**src/rtl/serial_sub_pkg.sv**
```systemverilog
// Shared types and constants for the bit-serial subtractor controller.
package serial_sub_pkg;

    typedef enum logic [1:0] {
        IDLE = 2'd0,
        RUN  = 2'd1,
        DONE = 2'd2
    } state_e;

    localparam int WIDTH_MIN = 2;
    localparam int WIDTH_MAX = 32;

    function automatic bit width_ok(input int w);
        return (w >= WIDTH_MIN) && (w <= WIDTH_MAX);
    endfunction

endpackage

```
**src/rtl/serial_sub_ctrl_if.sv**
```systemverilog
// Start/busy/done handshake plus operand/result bus for serial_sub_ctrl.
// Flag signals exist only when SERIAL_SUB_FLAGS_EN is defined.
interface serial_sub_ctrl_if #(parameter int WIDTH = 8);
    logic             start;
    logic [WIDTH-1:0] a;
    logic [WIDTH-1:0] b;
    logic             bin;
    logic             busy;
    logic             done;
    logic [WIDTH-1:0] diff;
    logic             bout;
`ifdef SERIAL_SUB_FLAGS_EN
    logic             zero;
    logic             ovf;

    modport master (output start, a, b, bin, input busy, done, diff, bout, zero, ovf);
    modport slave  (input start, a, b, bin, output busy, done, diff, bout, zero, ovf);
`else
    modport master (output start, a, b, bin, input busy, done, diff, bout);
    modport slave  (input start, a, b, bin, output busy, done, diff, bout);
`endif
endinterface

```
**src/rtl/serial_sub_ctrl_fs_cell.sv**
```systemverilog
// One-bit combinational full subtractor: d = x - y - c, nb = borrow out.
module fs_cell (
    input  logic x,
    input  logic y,
    input  logic c,
    output logic d,
    output logic nb
);
    assign d  = x ^ y ^ c;
    assign nb = (~x & y) | (c & (~x | y));
endmodule

```
**src/rtl/serial_sub_ctrl.sv**
```systemverilog
// Bit-serial WIDTH-bit subtractor: one fs_cell processes operands LSB-first.
// Define SERIAL_SUB_FLAGS_EN to add registered zero/ovf result flags.
module serial_sub_ctrl
    import serial_sub_pkg::*;
#(
    parameter int WIDTH = 8
) (
    input  logic              clk,
    input  logic              rst_n,
    serial_sub_ctrl_if.slave  bus
);
    localparam int CW = $clog2(WIDTH);

    if (!width_ok(WIDTH)) begin : g_bad_width
        $error("serial_sub_ctrl: WIDTH out of legal range");
    end

    state_e           state_q, state_d;
    logic [WIDTH-1:0] sa_q, sa_d, sb_q, sb_d, res_q, res_d, diff_q, diff_d;
    logic [CW-1:0]    cnt_q, cnt_d;
    logic             borrow_q, borrow_d, bout_q, bout_d;
    logic             busy_q, busy_d, done_q, done_d;
    logic             d, nb, accept, last;
    logic [WIDTH-1:0] res_nx;
`ifdef SERIAL_SUB_FLAGS_EN
    logic             a_msb_q, a_msb_d, b_msb_q, b_msb_d;
    logic             zero_q, zero_d, ovf_q, ovf_d;
`endif

    fs_cell u_fs (
        .x  (sa_q[0]),
        .y  (sb_q[0]),
        .c  (borrow_q),
        .d  (d),
        .nb (nb)
    );

    assign accept = bus.start && (state_q == IDLE || state_q == DONE);
    assign last   = (state_q == RUN) && (cnt_q == CW'(WIDTH - 1));
    assign res_nx = {d, res_q[WIDTH-1:1]};

    always_comb begin
        state_d  = state_q;
        sa_d     = sa_q;
        sb_d     = sb_q;
        res_d    = res_q;
        borrow_d = borrow_q;
        cnt_d    = cnt_q;
        diff_d   = diff_q;
        bout_d   = bout_q;
`ifdef SERIAL_SUB_FLAGS_EN
        a_msb_d  = a_msb_q;
        b_msb_d  = b_msb_q;
        zero_d   = zero_q;
        ovf_d    = ovf_q;
`endif
        if (accept) begin
            state_d  = RUN;
            sa_d     = bus.a;
            sb_d     = bus.b;
            borrow_d = bus.bin;
            cnt_d    = '0;
            res_d    = '0;
`ifdef SERIAL_SUB_FLAGS_EN
            a_msb_d  = bus.a[WIDTH-1];
            b_msb_d  = bus.b[WIDTH-1];
`endif
        end else begin
            case (state_q)
                RUN: begin
                    sa_d     = sa_q >> 1;
                    sb_d     = sb_q >> 1;
                    res_d    = res_nx;
                    borrow_d = nb;
                    // Counter holds on the last bit so it never wraps at power-of-two widths.
                    if (last) begin
                        state_d = DONE;
                        diff_d  = res_nx;
                        bout_d  = nb;
`ifdef SERIAL_SUB_FLAGS_EN
                        zero_d  = (res_nx == '0);
                        ovf_d   = (a_msb_q != b_msb_q) && (d != a_msb_q);
`endif
                    end else begin
                        cnt_d = cnt_q + CW'(1);
                    end
                end
                DONE:    state_d = IDLE;
                default: state_d = IDLE;
            endcase
        end
        busy_d = (state_d == RUN);
        done_d = (state_d == DONE);
    end

    always_ff @(posedge clk or negedge rst_n) begin
        if (!rst_n) begin
            state_q  <= IDLE;
            sa_q     <= '0;
            sb_q     <= '0;
            res_q    <= '0;
            borrow_q <= 1'b0;
            cnt_q    <= '0;
            diff_q   <= '0;
            bout_q   <= 1'b0;
            busy_q   <= 1'b0;
            done_q   <= 1'b0;
`ifdef SERIAL_SUB_FLAGS_EN
            a_msb_q  <= 1'b0;
            b_msb_q  <= 1'b0;
            zero_q   <= 1'b0;
            ovf_q    <= 1'b0;
`endif
        end else begin
            state_q  <= state_d;
            sa_q     <= sa_d;
            sb_q     <= sb_d;
            res_q    <= res_d;
            borrow_q <= borrow_d;
            cnt_q    <= cnt_d;
            diff_q   <= diff_d;
            bout_q   <= bout_d;
            busy_q   <= busy_d;
            done_q   <= done_d;
`ifdef SERIAL_SUB_FLAGS_EN
            a_msb_q  <= a_msb_d;
            b_msb_q  <= b_msb_d;
            zero_q   <= zero_d;
            ovf_q    <= ovf_d;
`endif
        end
    end

    assign bus.busy = busy_q;
    assign bus.done = done_q;
    assign bus.diff = diff_q;
    assign bus.bout = bout_q;
`ifdef SERIAL_SUB_FLAGS_EN
    assign bus.zero = zero_q;
    assign bus.ovf  = ovf_q;
`endif

endmodule
```
**src/flat_wrapper.sv**
```systemverilog
// flat-port wrapper written by rule: the top's interface ports become plain ports
module serial_sub_ctrl_flat import serial_sub_pkg::*;
#(
    parameter int WIDTH = 8
)
  (clk, rst_n, bus_start, bus_a, bus_b, bus_bin, bus_busy, bus_done, bus_diff, bus_bout);
  serial_sub_ctrl_if #(.WIDTH(WIDTH)) bus_i ();
  input  logic clk;
  input  logic rst_n;
  input wire logic [$bits(bus_i.start)-1:0] bus_start;
  input wire logic [$bits(bus_i.a)-1:0] bus_a;
  input wire logic [$bits(bus_i.b)-1:0] bus_b;
  input wire logic [$bits(bus_i.bin)-1:0] bus_bin;
  output wire logic [$bits(bus_i.busy)-1:0] bus_busy;
  output wire logic [$bits(bus_i.done)-1:0] bus_done;
  output wire logic [$bits(bus_i.diff)-1:0] bus_diff;
  output wire logic [$bits(bus_i.bout)-1:0] bus_bout;
  assign bus_i.start = bus_start;
  assign bus_i.a = bus_a;
  assign bus_i.b = bus_b;
  assign bus_i.bin = bus_bin;
  assign bus_busy = bus_i.busy;
  assign bus_done = bus_i.done;
  assign bus_diff = bus_i.diff;
  assign bus_bout = bus_i.bout;
  serial_sub_ctrl #(.WIDTH(WIDTH)) u_core (.clk(clk), .rst_n(rst_n), .bus(bus_i));
endmodule
```
**config.mk**
```make
export PLATFORM = sky130hd
export DESIGN_NAME = serial_sub_ctrl_flat
export DESIGN_NICKNAME = d
export VERILOG_FILES = /design/src/rtl/serial_sub_pkg.sv /design/src/rtl/serial_sub_ctrl_if.sv /design/src/rtl/serial_sub_ctrl_fs_cell.sv /design/src/rtl/serial_sub_ctrl.sv /design/src/flat_wrapper.sv
export SDC_FILE = /design/constraint.sdc
export NUM_CORES = 1
export LEC_CHECK = 0
export ABC_AREA = 1
export ABC_CLOCK_PERIOD_IN_PS = 3780
export CORE_MARGIN = 4
export CORE_UTILIZATION = 25
export DETAILED_ROUTE_END_ITERATION = 8
export PLACE_DENSITY = 0.49
export SETUP_SLACK_MARGIN = 0.5
export SYNTH_ARGS = -nofsm -noshare
export SYNTH_HDL_FRONTEND = slang
export SYNTH_HIERARCHICAL = 1
export SYNTH_SLANG_ARGS = --single-unit
```
**constraint.sdc**
```tcl
create_clock -name clk -period 3.78 [get_ports clk]
set_input_delay 0.567 -clock clk [delete_from_list [all_inputs] [get_ports clk]]
set_output_delay 0.567 -clock clk [all_outputs]
set_load 0.01 [all_outputs]
```
==> reports/qor.yml, run 1 <==
clock_latency_ns: 0.28
drc: 0
mostFrequentLayoutCells: "98 x nand2_1, 40 x dfrtp_1, 29 x clkdlybuf4s50_1"
cts_tree: "yes"
overflow: 0
grt_pass1_vias: 1489
synthCells: 222
dp_hpwl_um: 2530
rows: 31
period_needed_ns: 1.82
cts_root_buffer: "clkbuf_8"
slew_headroom: 0.397
dieArea_um2: 9020
cts_resized: 0
multi_input_area_um2: 701
io_buffers: 30
postCtsSetupBuffers: 0
first_iter_violations: 47
globalplace.congestion: 0.725
core_um2: 7290
synth-seq-area-share: 0.529
synth_area_um2: 1890
path_max_fanout: 18
setup_viol: 0
dr.pass1.iters: 4
die_x_um: 95.0
yosysWarnings: 6
critical_path.slowest_cell: "dfrtp_1"
path_buf_inv: 2
final_max_slew_viol_count: 0
critPathMostFrequentCell: "nand2_1"
final.setup.tns_ns: 0
die_h_um: 95.0
endpoint_kind: "flop"
area_growth_pct: 24.3
maxClockFrequency_mhz: 551
crit_family: "flip-flops"
final_util: 0.322
outcome: "finished, final reports clean"
drv_cap: 0
hp-class: "input pin to async pin"
final.period_utilization: 0.481
p_per_area_nw_per_um2: 775
clockBufferDepth: 2
path_clk_slew_ns: 0.08
final_nets: 274
holdBufCountCts: 0
synth_fp_nets: 245
yosys_register_bits: 40
wl_per_cell_um: 10.8
critPathKind: "flop to flop"
cellLeakagePower_nw: 1.22
postSynthAreaPerCell_um2: 8.52
cp.arrival_ns: 2.04
final_common_cell: "nand2_1"
hold_viol: 0
fill_cells: 823
fin_hold_ws_ns: 0.406
path_cells: "inv_4 -> nor2_4 -> nand2_4 -> inv_1 -> nand2_1 -> nand2_1"
drive_gt1_frac: 0.0952
antenna_found_initial: 0
worst_slew_pin_slew_ns: 0.905
gr-usage-all-layers: 0.0954
power.total_w: 0.00182
clock_skew_ns: 0.00472
seq_area_um2: 1000
ir_worst_vdd_uv: 196
grt_pass1_wl_um: 6690
worstPathRequired_ns: 4.01
io_pins: 31
via_per_inst: 4.01
clock-sinks: 40
num_vias: 1409
grt_setup_unrepaired: "false"
postRouteAntennaNets: 0
cts_max_level: 2
drt-total-wl_um: 3800
grt_max_degree: 41
yosysUniqueCellTypes: 19
start_util: 0.259
cts_inserted_buffers: 5
diodes: 0
max_stage_delay_ns: 0.86
cp-start-kind: "flop"
[synthesized netlist by cell type]
master	number	share of area
buf_2	3	0.0079
buf_4	1	0.0040
buf_6	4	0.024
dfrtp_1	40	0.53
fa_1	1	0.011
ha_1	2	0.013
inv_1	28	0.056
inv_2	1	0.0020
inv_4	2	0.0066
nand2_1	98	0.19
nand2_2	1	0.0033
nand2_4	2	0.012
nand2_8	1	0.011
nand3_1	21	0.056
nand4_1	1	0.0033
nor2_4	1	0.0060
nor2_8	1	0.011
o21ai_0	7	0.019
o21ai_2	7	0.032
[sequential cells by signal, summed over array words and instances, names as in the netlist]
signal,count
u_core/bus.diff,8
u_core/sa_q,8
u_core/sb_q,8
u_core/res_q,7
u_core/cnt_q,3
u_core/state_q,2
u_core/borrow_q,1
u_core/bus.bout,1
u_core/bus.busy,1
u_core/bus.done,1
[worst reg2reg max path: stages (launching register included)]
cell     delay (ns)
dfrtp_1        0.86
inv_4          0.12
nor2_4         0.29
nand2_4        0.22
inv_1          0.15
nand2_1        0.06
nand2_1        0.06
[kinds of logic after synthesis]
logic type	synth area share
compound gates	0.0510
fa+ha+maj	0.0238
simple gates	0.296
buf+inv	0.0999
flops	0.529
[worst paths after layout]
kind	startpoint	to	slack, ns	cells after the start
setup / recovery	u_core/state_q[0]	u_core/bus.diff[7]	1.96	6
hold / removal	rst_n	u_core/bus.diff[1]	0.41	1
setup reg to reg	u_core/state_q[0]	u_core/bus.diff[7]	1.96	6
hold reg to reg	u_core/sa_q[2]	u_core/sa_q[2]	0.47	2
max in group asynchronous	rst_n	u_core/sb_q[6]	2.81	1
min in group clk	u_core/sa_q[2]	u_core/sa_q[2]	0.47	2
[per-stage QoR]
stage | instances | instance area, µm² | worst slack, ns
6_report | 351 | 2350 | 1.96
5_1_grt | 351 | 2350 | 1.81
4_1_cts | 351 | 2350 | 1.93
3_5_place_dp | 343 | 2240 | 1.91
3_3_place_gp | 343 | 2240 | 1.90
2_1_floorplan | 222 | 1890 | 2.53
[area by class of cell]
| cell class | count | share of cell area |
|---|---|---|
| Tap cell | 99 | 0.0527 |
| Clock inverter | 2 | 0.0149 |
| Timing Repair Buffer | 30 | 0.126 |
| Multi-Input combinational cell | 143 | 0.298 |
| Inverter | 31 | 0.0517 |
| Clock buffer | 6 | 0.0309 |
| Sequential cell | 40 | 0.426 |
[power by group]
group          internal (W)  switching, W
clock network      0.000196      0.000144
registers          0.000622      0.000129
logic              0.000318      0.000412
[routing by layer]
| metal | vias up | GRT usage | share of wire |
|---|---|---|---|
| li1 | 730 | - | - |
| met4 | 0 | 0.0252 | 0.0034 |
| met5 | - | 0 | 0 |
| met2 | 29 | 0.167 | 0.47 |
| met3 | 2 | 0.0279 | 0.054 |
| met1 | 648 | 0.114 | 0.48 |
Power figures use the tool's default switching activity.
==> run 2, diff against run 1 <==
Settings changed: ABC_CLOCK_PERIOD_IN_PS 3780 to 1750.
Clock period 3.78 ns to 1.75 ns, I/O delays scaled along.
==> reports/qor.yml, run 2 (synthesis gave the netlist of run 1 again) <==
outcome: "finished, final reports clean"
drt-total-wl_um: 4000
cts_max_level: 2
dieArea_um2: 9020
final_common_cell: "nand2_1"
critPathKind: "flop to output pin"
diodes: 0
die_h_um: 95.0
drv_cap: 0
mostFrequentLayoutCells: "96 x nand2_1, 39 x dfrtp_1, 24 x inv_1"
worst_slew_pin_slew_ns: 0.528
path_buf_inv: 1
final.period_utilization: 0.703
clock-sinks: 40
maxClockFrequency_mhz: 813
ir_worst_vdd_uv: 414
clock_skew_ns: 0.00766
cp.arrival_ns: 0.97
path_cells: "dlygate4sd2_1"
final_max_slew_viol_count: 0
via_per_inst: 4.05
path_clk_slew_ns: 0.08
clockBufferDepth: 2
path_max_fanout: 2
first_iter_violations: 39
critical_path.slowest_cell: "dfrtp_1"
dp_slack_ns: 0.196
fill_cells: 820
core_um2: 7290
max_stage_delay_ns: 0.39
setup_viol: 0
drive_gt1_frac: 0.169
holdBufCountCts: 0
finalNonFillerCells: 359
io_pins: 31
cts_root_buffer: "clkbuf_8"
wl_per_cell_um: 11.1
gr-usage-all-layers: 0.0987
antenna_found_initial: 0
seq_area_um2: 1000
period_needed_ns: 1.23
worst_slack_ns: 0.520
endpoint_kind: "output pin"
dp_hpwl_um: 2600
overflow: 0
num_vias: 1454
dr.pass1.iters: 4
grt_pass1_vias: 1502
worst-path-stages: 1
postRouteAntennaNets: 0
grt_max_degree: 41
cellLeakagePower_nw: 1.31
rows: 31
start_util: 0.259
grt_setup_unrepaired: "true"
globalplace.congestion: 0.677
cts_tree: "yes"
area_growth_pct: 32.6
die_x_um: 95.0
rr_worst_depth: 5
final_nets: 282
hp-class: "input pin to async pin"
placed_cells: 347
hold_viol: 0
cp-start-kind: "flop"
cts_inserted_buffers: 5
grt_pass1_wl_um: 6930
slew_headroom: 0.648
multi_input_area_um2: 747
worstPathRequired_ns: 1.49
p_per_area_nw_per_um2: 1660
clock_latency_ns: 0.29
final.setup.tns_ns: 0
drc: 0
crit_family: "flip-flops"
io_buffers: 30
power.total_w: 0.00416
-- run 2: final timing paths --
path | startpoint | endpoint | slack (ns)
max reg2reg | u_core/sa_q[0] | u_core/bus.diff[7] | 0.56
max in group asynchronous | rst_n | u_core/state_q[0] | 1.33
min in group clk | bus_start | u_core/bus.busy | 0.47
min | rst_n | u_core/bus.diff[0] | 0.03
min reg2reg | u_core/sa_q[6] | u_core/sa_q[6] | 0.47
max | u_core/bus.diff[0] | bus_diff[0] | 0.52
-- run 2: worst register-to-register path: stages, from the launching register on --
cell and delay [ns]:
dfrtp_1 0.36, inv_2 0.04, fa_1 0.52, inv_1 0.05, nand2_1 0.07, nand2_1 0.05
-- run 2: what timing repair did --
action / CTS / global route
cloned: 0 / 1
pin swaps: 1 / 2
setup endpoints to repair: 27 / 35
buffers inserted: 1 / 2
gates resized for setup: 15 / 18
-- run 2: where the power goes --
group          internal, W  leakage, nW  total, W  switching, W
registers          0.00135        0.495   0.00159      0.000240
clock network     0.000503       0.0645  0.000828      0.000324
logic             0.000755        0.754   0.00175      0.000994
-- run 2: stage by stage --
| stage | utilization | instance area [µm²] | hold WS, ns |
|---|---|---|---|
| after floorplan | - | 1900 | -0.0331 |
| after global placement | 0.312 | 2280 | 0.367 |
| after detailed placement | 0.312 | 2280 | 0.361 |
| after CTS | 0.332 | 2420 | 0.0429 |
| after global routing | 0.344 | 2510 | 0.0836 |
| final | 0.344 | 2510 | 0.0297 |
-- run 2: layer usage --
layer  vias up  GRT usage  wire, µm
li1        745          -         -
met1       676      0.115      1750
met2        28      0.173      1990
met3         5     0.0287       215
met4         0     0.0325        49
met5         -          0         0
-- run 2: cell type report --
type	instances	share of cell area
clock buffer	7	0.0384
clock inverter	1	0.0120
inverter	31	0.0494
multi-input combinational	143	0.298
sequential	40	0.400
tap	99	0.0494
timing repair buffer	38	0.153
